File: src/rtl/ntt_fold_readout.sv
// ntt_fold_readout: reads the NTT product h[0..2P-2], folds it mod x^P-x-1,
// reduces mod Q and streams r[0..P-1] with index, busy and done.
//
// Ports:
//   clk, rst        clock, asynchronous active-low reset
//   start           one-cycle request, accepted only when idle
//   ntt_addr        NTT read address (data returns one cycle later)
//   ntt_dout        NTT read data for the previous cycle's address
//   busy            readout in progress
//   out_valid       out_idx/out_coef valid this cycle
//   out_idx         result index i
//   out_coef        r[i] in [0,Q)
//   done            one-cycle pulse after the last output
module ntt_fold_readout #(
    parameter int P  = 761,
    parameter int Q  = 4591,
    parameter int AW = 11,
    parameter int IW = 14,
    parameter int OW = 13,
    parameter int CW = 10
) (
    input  logic          clk,
    input  logic          rst,
    input  logic          start,
    output logic [AW-1:0] ntt_addr,
    input  logic [IW-1:0] ntt_dout,
    output logic          busy,
    output logic          out_valid,
    output logic [CW-1:0] out_idx,
    output logic [OW-1:0] out_coef,
    output logic          done
);

    typedef enum logic [1:0] {
        S_IDLE,
        S_LO,
        S_HI,
        S_DRAIN
    } state_t;

    localparam logic [15:0] Q1 = 16'(Q);
    localparam logic [15:0] Q2 = 16'(2 * Q);
    localparam logic [15:0] Q4 = 16'(4 * Q);
    localparam logic [15:0] Q8 = 16'(8 * Q);

    state_t state, state_nxt;

    logic [CW-1:0] cnt;
    logic [CW-1:0] hcnt;
    logic          lo_d1, lo_d2;
    logic          hi_d1, hi_d2;
    logic          last_d1, last_d2;
    logic [IW-1:0] lo_q;
    logic [IW-1:0] b_q;
    logic [IW-1:0] din;
    logic [15:0]   sum;
    logic          v1;
    logic [15:0]   s1;
    logic [CW-1:0] idx1;
    logic          accept;
    logic          last_i;
    logic          empty;

    // Sum < 11Q: first stage strips 8Q and 4Q, second strips 2Q and Q.
    function automatic logic [15:0] red_hi(input logic [15:0] x);
        logic [15:0] y;
        y = x;
        if (y >= Q8) y = y - Q8;
        if (y >= Q4) y = y - Q4;
        return y;
    endfunction

    function automatic logic [OW-1:0] red_lo(input logic [15:0] x);
        logic [15:0] y;
        y = x;
        if (y >= Q2) y = y - Q2;
        if (y >= Q1) y = y - Q1;
        return OW'(y);
    endfunction

    // A start coinciding with done belongs to the finished run.
    assign accept = (state == S_IDLE) && start && !done;
    assign last_i = (cnt == CW'(P - 1));
    assign empty  = !(lo_d1 | lo_d2 | hi_d1 | hi_d2 | v1);

    // h[2P-1] does not exist; the dummy read at address 0 is zeroed.
    assign din = last_d2 ? '0 : ntt_dout;
    assign sum = 16'(lo_q) + 16'(din) + 16'(b_q);

    always_ff @(posedge clk or negedge rst) begin
        if (!rst) state <= S_IDLE;
        else      state <= state_nxt;
    end

    always_comb begin
        state_nxt = state;
        unique case (state)
            S_IDLE:  if (accept) state_nxt = S_LO;
            S_LO:    state_nxt = S_HI;
            S_HI:    state_nxt = last_i ? S_DRAIN : S_LO;
            S_DRAIN: if (empty) state_nxt = S_IDLE;
            default: state_nxt = S_IDLE;
        endcase
    end

    // Address generation and read-return tagging.
    always_ff @(posedge clk or negedge rst) begin
        if (!rst) begin
            ntt_addr <= '0;
            cnt      <= '0;
            lo_d1    <= 1'b0;
            lo_d2    <= 1'b0;
            hi_d1    <= 1'b0;
            hi_d2    <= 1'b0;
            last_d1  <= 1'b0;
            last_d2  <= 1'b0;
            busy     <= 1'b0;
            done     <= 1'b0;
        end else begin
            lo_d1   <= (state == S_LO);
            hi_d1   <= (state == S_HI);
            last_d1 <= (state == S_HI) && last_i;
            lo_d2   <= lo_d1;
            hi_d2   <= hi_d1;
            last_d2 <= last_d1;
            busy    <= (state != S_IDLE) && !((state == S_DRAIN) && empty);
            done    <= (state == S_DRAIN) && empty;
            unique case (state)
                S_IDLE: begin
                    ntt_addr <= '0;
                    if (accept) cnt <= '0;
                end
                S_LO: ntt_addr <= AW'(cnt);
                S_HI: begin
                    ntt_addr <= last_i ? '0 : AW'(cnt) + AW'(P);
                    cnt      <= cnt + CW'(1);
                end
                default: ntt_addr <= '0;
            endcase
        end
    end

    // Fold and two-stage reduction; b_q carries h[i+P] into output i+1.
    always_ff @(posedge clk or negedge rst) begin
        if (!rst) begin
            lo_q      <= '0;
            b_q       <= '0;
            hcnt      <= '0;
            v1        <= 1'b0;
            s1        <= '0;
            idx1      <= '0;
            out_valid <= 1'b0;
            out_idx   <= '0;
            out_coef  <= '0;
        end else begin
            if (accept) begin
                b_q  <= '0;
                hcnt <= '0;
            end
            if (lo_d2) lo_q <= ntt_dout;
            v1 <= hi_d2;
            if (hi_d2) begin
                s1   <= red_hi(sum);
                b_q  <= din;
                idx1 <= hcnt;
                hcnt <= hcnt + CW'(1);
            end
            out_valid <= v1;
            if (v1) begin
                out_coef <= red_lo(s1);
                out_idx  <= idx1;
            end
        end
    end

endmodule
File: config.mk
export PLATFORM = sky130hd
export DESIGN_NAME = ntt_fold_readout
export DESIGN_NICKNAME = d
export VERILOG_FILES = /design/src/rtl/ntt_fold_readout.sv
export SDC_FILE = /design/constraint.sdc
export NUM_CORES = 1
export LEC_CHECK = 0
export ABC_CLOCK_PERIOD_IN_PS = 12500
export BUFFER_PORTS_ARGS = -buffer_cell sky130_fd_sc_hd__buf_2
export CORE_MARGIN = 2
export CORE_UTILIZATION = 55
export CTS_BUF_LIST = sky130_fd_sc_hd__clkbuf_16
export DETAILED_ROUTE_END_ITERATION = 8
export GPL_ROUTABILITY_DRIVEN = 0
export PLACE_DENSITY = 0.85
export SLEW_MARGIN = 10
export SYNTH_ARGS = -nofsm -noshare
export SYNTH_HDL_FRONTEND = slang
export SYNTH_SLANG_ARGS = --single-unit
File: constraint.sdc
create_clock -name clk -period 12.5 [get_ports clk]
set_clock_uncertainty 0.15 [all_clocks]
set_input_delay 0.625 -clock clk [delete_from_list [all_inputs] [get_ports clk]]
set_output_delay 0.625 -clock clk [all_outputs]
set_load 0.02 [all_outputs]
# Word level (Yosys, flattened, before mapping)
# Index checks and enable logic that the tools add are counted.
dict set report classes {
  n_addsub 9
  magnitude_cmp 4
  eq_ne 6
  n_mux 18
  bitwise_logic 4
  reduce_logical 14
}
# operator n
set ops {}
lappend ops {{$mux W16} 5}
lappend ops {{$mux W14} 3}
lappend ops {{$pmux W11 S2} 1}
lappend ops {{$add A10 B1 Y10 const B} 2}
lappend ops {{$mux W10} 2}
lappend ops {{$pmux W10 S2} 1}
lappend ops {{$add A15 B14 Y16} 1}
lappend ops {{$ge A16 B13 Y1 const B} 1}
lappend ops {{$ge A16 B14 Y1 const B} 1}
lappend ops {{$ge A16 B15 Y1 const B} 1}
lappend ops {{$ge A16 B16 Y1 const B} 1}
lappend ops {{$sub A16 B14 Y16 const B} 1}
lappend ops {{$sub A16 B15 Y16 const B} 1}
lappend ops {{$sub A16 B16 Y16 const B} 1}
lappend ops {{$add A14 B14 Y15} 1}
lappend ops {{$mux W13} 1}
lappend ops {{$sub A13 B13 Y13 const B} 1}
lappend ops {{$add A10 B10 Y11 const B} 1}
lappend ops {{$mux W11} 1}
lappend ops {{$eq A10 B10 Y1 const B} 1}
lappend ops {{$pmux W2 S4} 1}
lappend ops {{$mux W2} 3}
lappend ops {{$reduce_bool A2 Y1} 3}
lappend ops {{$logic_and A1 B1 Y1} 5}
lappend ops {{7 further kinds} 15}
dict set report totals {
  reg_bits 120
  input_bits 17
  output_inout_bits 37
  wordCells 75
}

# Longest topological paths before layout
dict set report depth {
  depth_word 8
  depth_mapped 22
  depth_no_buf 19
}

# Least setup slack after synthesis
# OpenSTA, ideal clock, no wires.
dict set report synth_path {
  path_type {register -> register}
  from {register last_d2}
  to {register s1[12]}
  setup_time_ns 0.071
  arrival_ns 5.204
  required_ns 12.279
  slack_ns 7.075
  stages_incl_launch_ff 21
  n_path_buf 1
  synth_period_minus_slack_ns 5.425
  path_cell_list {dfrtp_1 > clkbuf_1 > nand2b_1 > fa_1 > inv_1 > ha_1 > fa_1 > xnor2_1 > a2111o_1 > a211oi_2 > a22oi_2 > or4_4 > a21oi_4 > xnor2_1 > ha_1 > nand3_1 > mux2i_1 > o2111ai_2 > a31oi_4 > or4b_1 > nand4_1}
}
dict set report synth_between {
  elab_chain_len 8
  elab_cells_between_ends 10
  classes_between {add/sub: 4; order compare: 2; mux: 4}
}
# item line
set synth_rtl {}
lappend synth_rtl {{start, declared} 52} ;# logic last_d1, last_d2;
lappend synth_rtl {{start signal, assigned} 125} ;# last_d2 <= last_d1;
lappend synth_rtl {{$mux W14 (*)} 87} ;# assign din = last_d2 ? '0 : ntt_dout;
lappend synth_rtl {{$add A14 B14 Y15 (*)} 88} ;# assign sum = 16'(lo_q) + 16'(din) + 16'(b_q);
lappend synth_rtl {{$add A15 B14 Y16 (*)} 88}
lappend synth_rtl {{$sub A16 B16 Y16 / $ge A16 B16 Y1 (equally long branches)} 68} ;# if (y >= Q8) y = y - Q8;
lappend synth_rtl {{$mux W16 (*)} 68}
lappend synth_rtl {{$mux W16 (*)} 162} ;# if (hi_d2) begin
lappend synth_rtl {{$sub A16 B15 Y16 / $ge A16 B15 Y1 (equally long branches)} 69} ;# if (y >= Q4) y = y - Q4;
lappend synth_rtl {{$mux W16 (*)} 69}
lappend synth_rtl {{end signal, assigned} 163} ;# s1 <= red_hi(sum);
lappend synth_rtl {{end, declared} 58} ;# logic [15:0] s1;
# Every way passes the cells marked *; elsewhere a longest branch is shown, timed or not. The select of a mux whose other input is x is not followed.
# A chain may end at the register's enable or synchronous reset.

# Final worst setup path
# Same ends and word-level chain as after synthesis.

==> results.json <==
{
  "status": "completed",
  "crit_buf_inv": 1,
  "initial_utilization_pct": 56.64,
  "area_growth_syn_to_layout_pct": 12.38,
  "use_met3_pct": 4.417,
  "total_leakage_power_uw": 0.003785,
  "netSwitchingFraction_pct": 39.41,
  "antenna_left": 0,
  "yosysTopAreaCell": "dfrtp_1",
  "rows": 42,
  "avgSynthCellArea_sq_um": 9.909,
  "r2r-start": "last_d2",
  "synth_top_area_share_pct": 39.87,
  "fillCellCount": 1083,
  "layout-drive-gt1-share_pct": 19.56,
  "synth_area_sq_um": 7531,
  "antenna_found_initial": 1,
  "grt_pass1_wl_um": 25990,
  "combPwrFrac_pct": 43.0,
  "dr.pass1.iters": 5,
  "worstPathCellList": "nand2b_1 -> fa_1 -> inv_1 -> ha_1 -> fa_1 -> xnor2_1 -> a2111o_1 -> a211oi_2 -> a22oi_2 -> or4_4 -> a21oi_4 -> xnor2_1 -> ha_1 -> nand3_1 -> mux2i_1 -> o2111ai_2 -> a31oi_4 -> or4b_1 -> nand4_1",
  "layout_commonest_cell": "dfrtp_1",
  "fin_setup_tns_ns": 0,
  "worst_pin_slew_ns": 1.146,
  "cts_sinks": 120,
  "power.switching_uw": 659.3,
  "async_flop_share_pct": 100.0,
  "regArea_sq_um": 3003,
  "finalHoldViolCount": 0,
  "slowest_delay_ns": 0.56,
  "grt_usage_pct": 22.28,
  "grt-ovfl-total": 0,
  "cp.required_ns": 12.70,
  "period_share_pct": 48.17,
  "grt_use_met2_pct": 36.13,
  "cts.clk_slew.worst_paths_ns": 0.06,
  "vias": 5829,
  "ios": 54,
  "fp.coreArea_sq_um": 13300,
  "drv_cap": 0,
  "drv_slew": 0,
  "r2r_cells": 19,
  "grt_max_degree": 67,
  "critPathArrivalTime_ns": 6.23,
  "r2r_slack_ns": 6.48,
  "grt_pass1_vias": 5570,
  "period_minus_slack_ns": 6.022,
  "ys.flop_type": "dfrtp_1",
  "post-dp-hpwl_um": 10690,
  "clockRootBuffer": "clkbuf_16",
  "synth_nets": 816,
  "path_max_fanout": 15,
  "seq_area_frac_synth_pct": 39.87,
  "drc": 0,
  "fmax_mhz": 166.1,
  "ys_warn_count": 0,
  "drt_iter0_markers": 343,
  "power.density_nw_per_um2": 197.6,
  "h-tree-depth": 4,
  "end_kind": "flip-flop",
  "rsz0062_at_grt": "false",
  "die_area_sq_um": 14640,
  "path_class": "flip-flop to flip-flop",
  "path_delay_family": "compound AO/OA/AOI/OAI gates",
  "cts-resized-gates": 0,
  "nNetsFinal": 856,
  "via_per_inst": 5.888,
  "post_cts_buffers": 0,
  "drt-total-wl_um": 15530,
  "synth-seq-cells": 120,
  "r2r_end": "s1[12]",
  "crit_slowest_cell": "or4_4",
  "cts_buffer_depth": 2,
  "wl_per_cell_um": 15.68,
  "power_uw": 1673,
  "worst_ir_drop_vdd_v": 0.0001840,
  "crit_path_start": "last_d2",
  "power_frac_seq_pct": 29.1,
  "synth-edff-count": 0,
  "port_buffers": 53,
  "die_y_um": 121.0,
  "clock_latency_ns": 0.42,
  "clock_power_share_pct": 27.9,
  "cts-hold-fix-buffers": 0,
  "multiInputGateArea_sq_um": 4260,
  "internal_power_uw": 1013,
  "cts_buffers": 17,
  "finalSetupViolations": 0,
  "grt.busiest_layer": "met2",
  "hp-class": "input port to asynchronous set/reset pin",
  "synth_cells": 760,
  "maxSlewHeadroom_pct": 23.59,
  "fp.dieW_um": 121.0,
  "cts_tree": "built",
  "crit_path_start_kind": "flip-flop",
  "use_met1_pct": 29.10,
  "synth_area_leaders": "dfrtp_1 40%, mux2_2 6.9%, fa_1 4.0%",
  "layout_common_cells": "120 x dfrtp_1, 68 x nand2_1, 52 x buf_2, 51 x nor2_1, 46 x mux2_2",
  "yosysUniqueCellTypes": 79
}
## worst register-to-register path, cell delays in order, from the launching register on
cell and delay (ns):
dfrtp_1 0.55, nand2b_1 0.25, fa_1 0.48, inv_1 0.04, ha_1 0.22, fa_1 0.43
xnor2_1 0.22, a2111o_1 0.33, a211oi_2 0.32, a22oi_2 0.16, or4_4 0.56, a21oi_4 0.22
xnor2_1 0.17, ha_1 0.23, nand3_1 0.09, mux2i_1 0.28, o2111ai_2 0.22, a31oi_4 0.47
or4b_1 0.48, nand4_1 0.10
## cells in the mapped netlist, drive strengths merged (5+ instances only)
master  number
fa          15
and3        15
mux2i       14
o21ai       46
clkbuf      23
o211ai       6
a211oi       5
mux2        47
dfrtp      120
and2         8
a21oi       31
nand2       68
or3          6
inv         31
xnor2       28
nor3b        5
a22o        17
ha          24
nor2        51
nand4       14
xor2        16
a31oi        5
a21o         8
nand2b       9
o31ai       12
buf         12
nor3         9
nand3       33
nor2b       19
## power by group through the flow
stage	Combinational, uW	Clock, uW	Sequential [uW]
detailed placement	696	0	492
CTS	713	475	487
finish	719	467	487
global placement	681	0	489
floorplan	553	0	503
global route	793	492	495
## metrics by stage
step | instance area, sq um | util [%] | worst slack, ns | hold slack [ns] | instances
4_1_cts | 8461 | 63.64 | 6.488 | 0.1810 | 989
6_report | 8463 | 63.66 | 6.478 | 0.1621 | 990
3_5_place_dp | 7890 | 59.35 | 6.517 | 0.2029 | 957
5_1_grt | 8463 | 63.66 | 6.078 | 0.2265 | 990
2_1_floorplan | 7531 | - | 7.075 | 0.1794 | 760
3_3_place_gp | 7890 | 59.35 | 6.641 | 0.2002 | 957
## how the worst max path moves through the flow
stage	end	slack (ns)	cells past startpoint
after floorplan	s1[12]	7.08	20
after global placement	s1[12]	6.64	20
after detailed placement	s1[12]	6.52	20
after CTS	s1[12]	6.49	19
after global routing	s1[12]	6.08	19
final	s1[12]	6.48	19
## flip-flops by register name (all words and copies together) (netlist names), 2 cells and up
register	count
b_q	14
cnt	10
hcnt	10
idx1	10
lo_q	14
ntt_addr	11
out_coef	13
out_idx	10
s1	16
state	2
## cell type report
class	instances	share of cell area, %
Antenna cell	1	0.02957
Clock buffer	17	5.027
Clock inverter	15	1.715
Inverter	31	1.375
Multi-Input combinational cell	574	50.34
Sequential cell	120	35.48
Tap cell	176	2.602
Timing Repair Buffer	56	3.430
## metal layers
layer / up-vias / wire, um
li1: 2824 / -
met1: 2822 / 6975
met2: 152 / 7528
met3: 31 / 691
met4: 0 / 332
met5: - / 0
## kinds of logic (layout without fill, tap and decap cells)
logic type                 after synthesis  in the layout  synth area share, %
DFF                                    120            120                39.87
AOI/OAI and AO/OA                      173            173                16.95
adders and majority gates               39             39                7.975
xor gates and xnor gates                44             44                5.217
other                                    0              1                    0
muxes                                   61             61                8.938
and+or+nand+nor                        257            257                17.49
buffers and inverters                   66            119                3.555
Note: power is estimated with default switching activity, not from simulation.
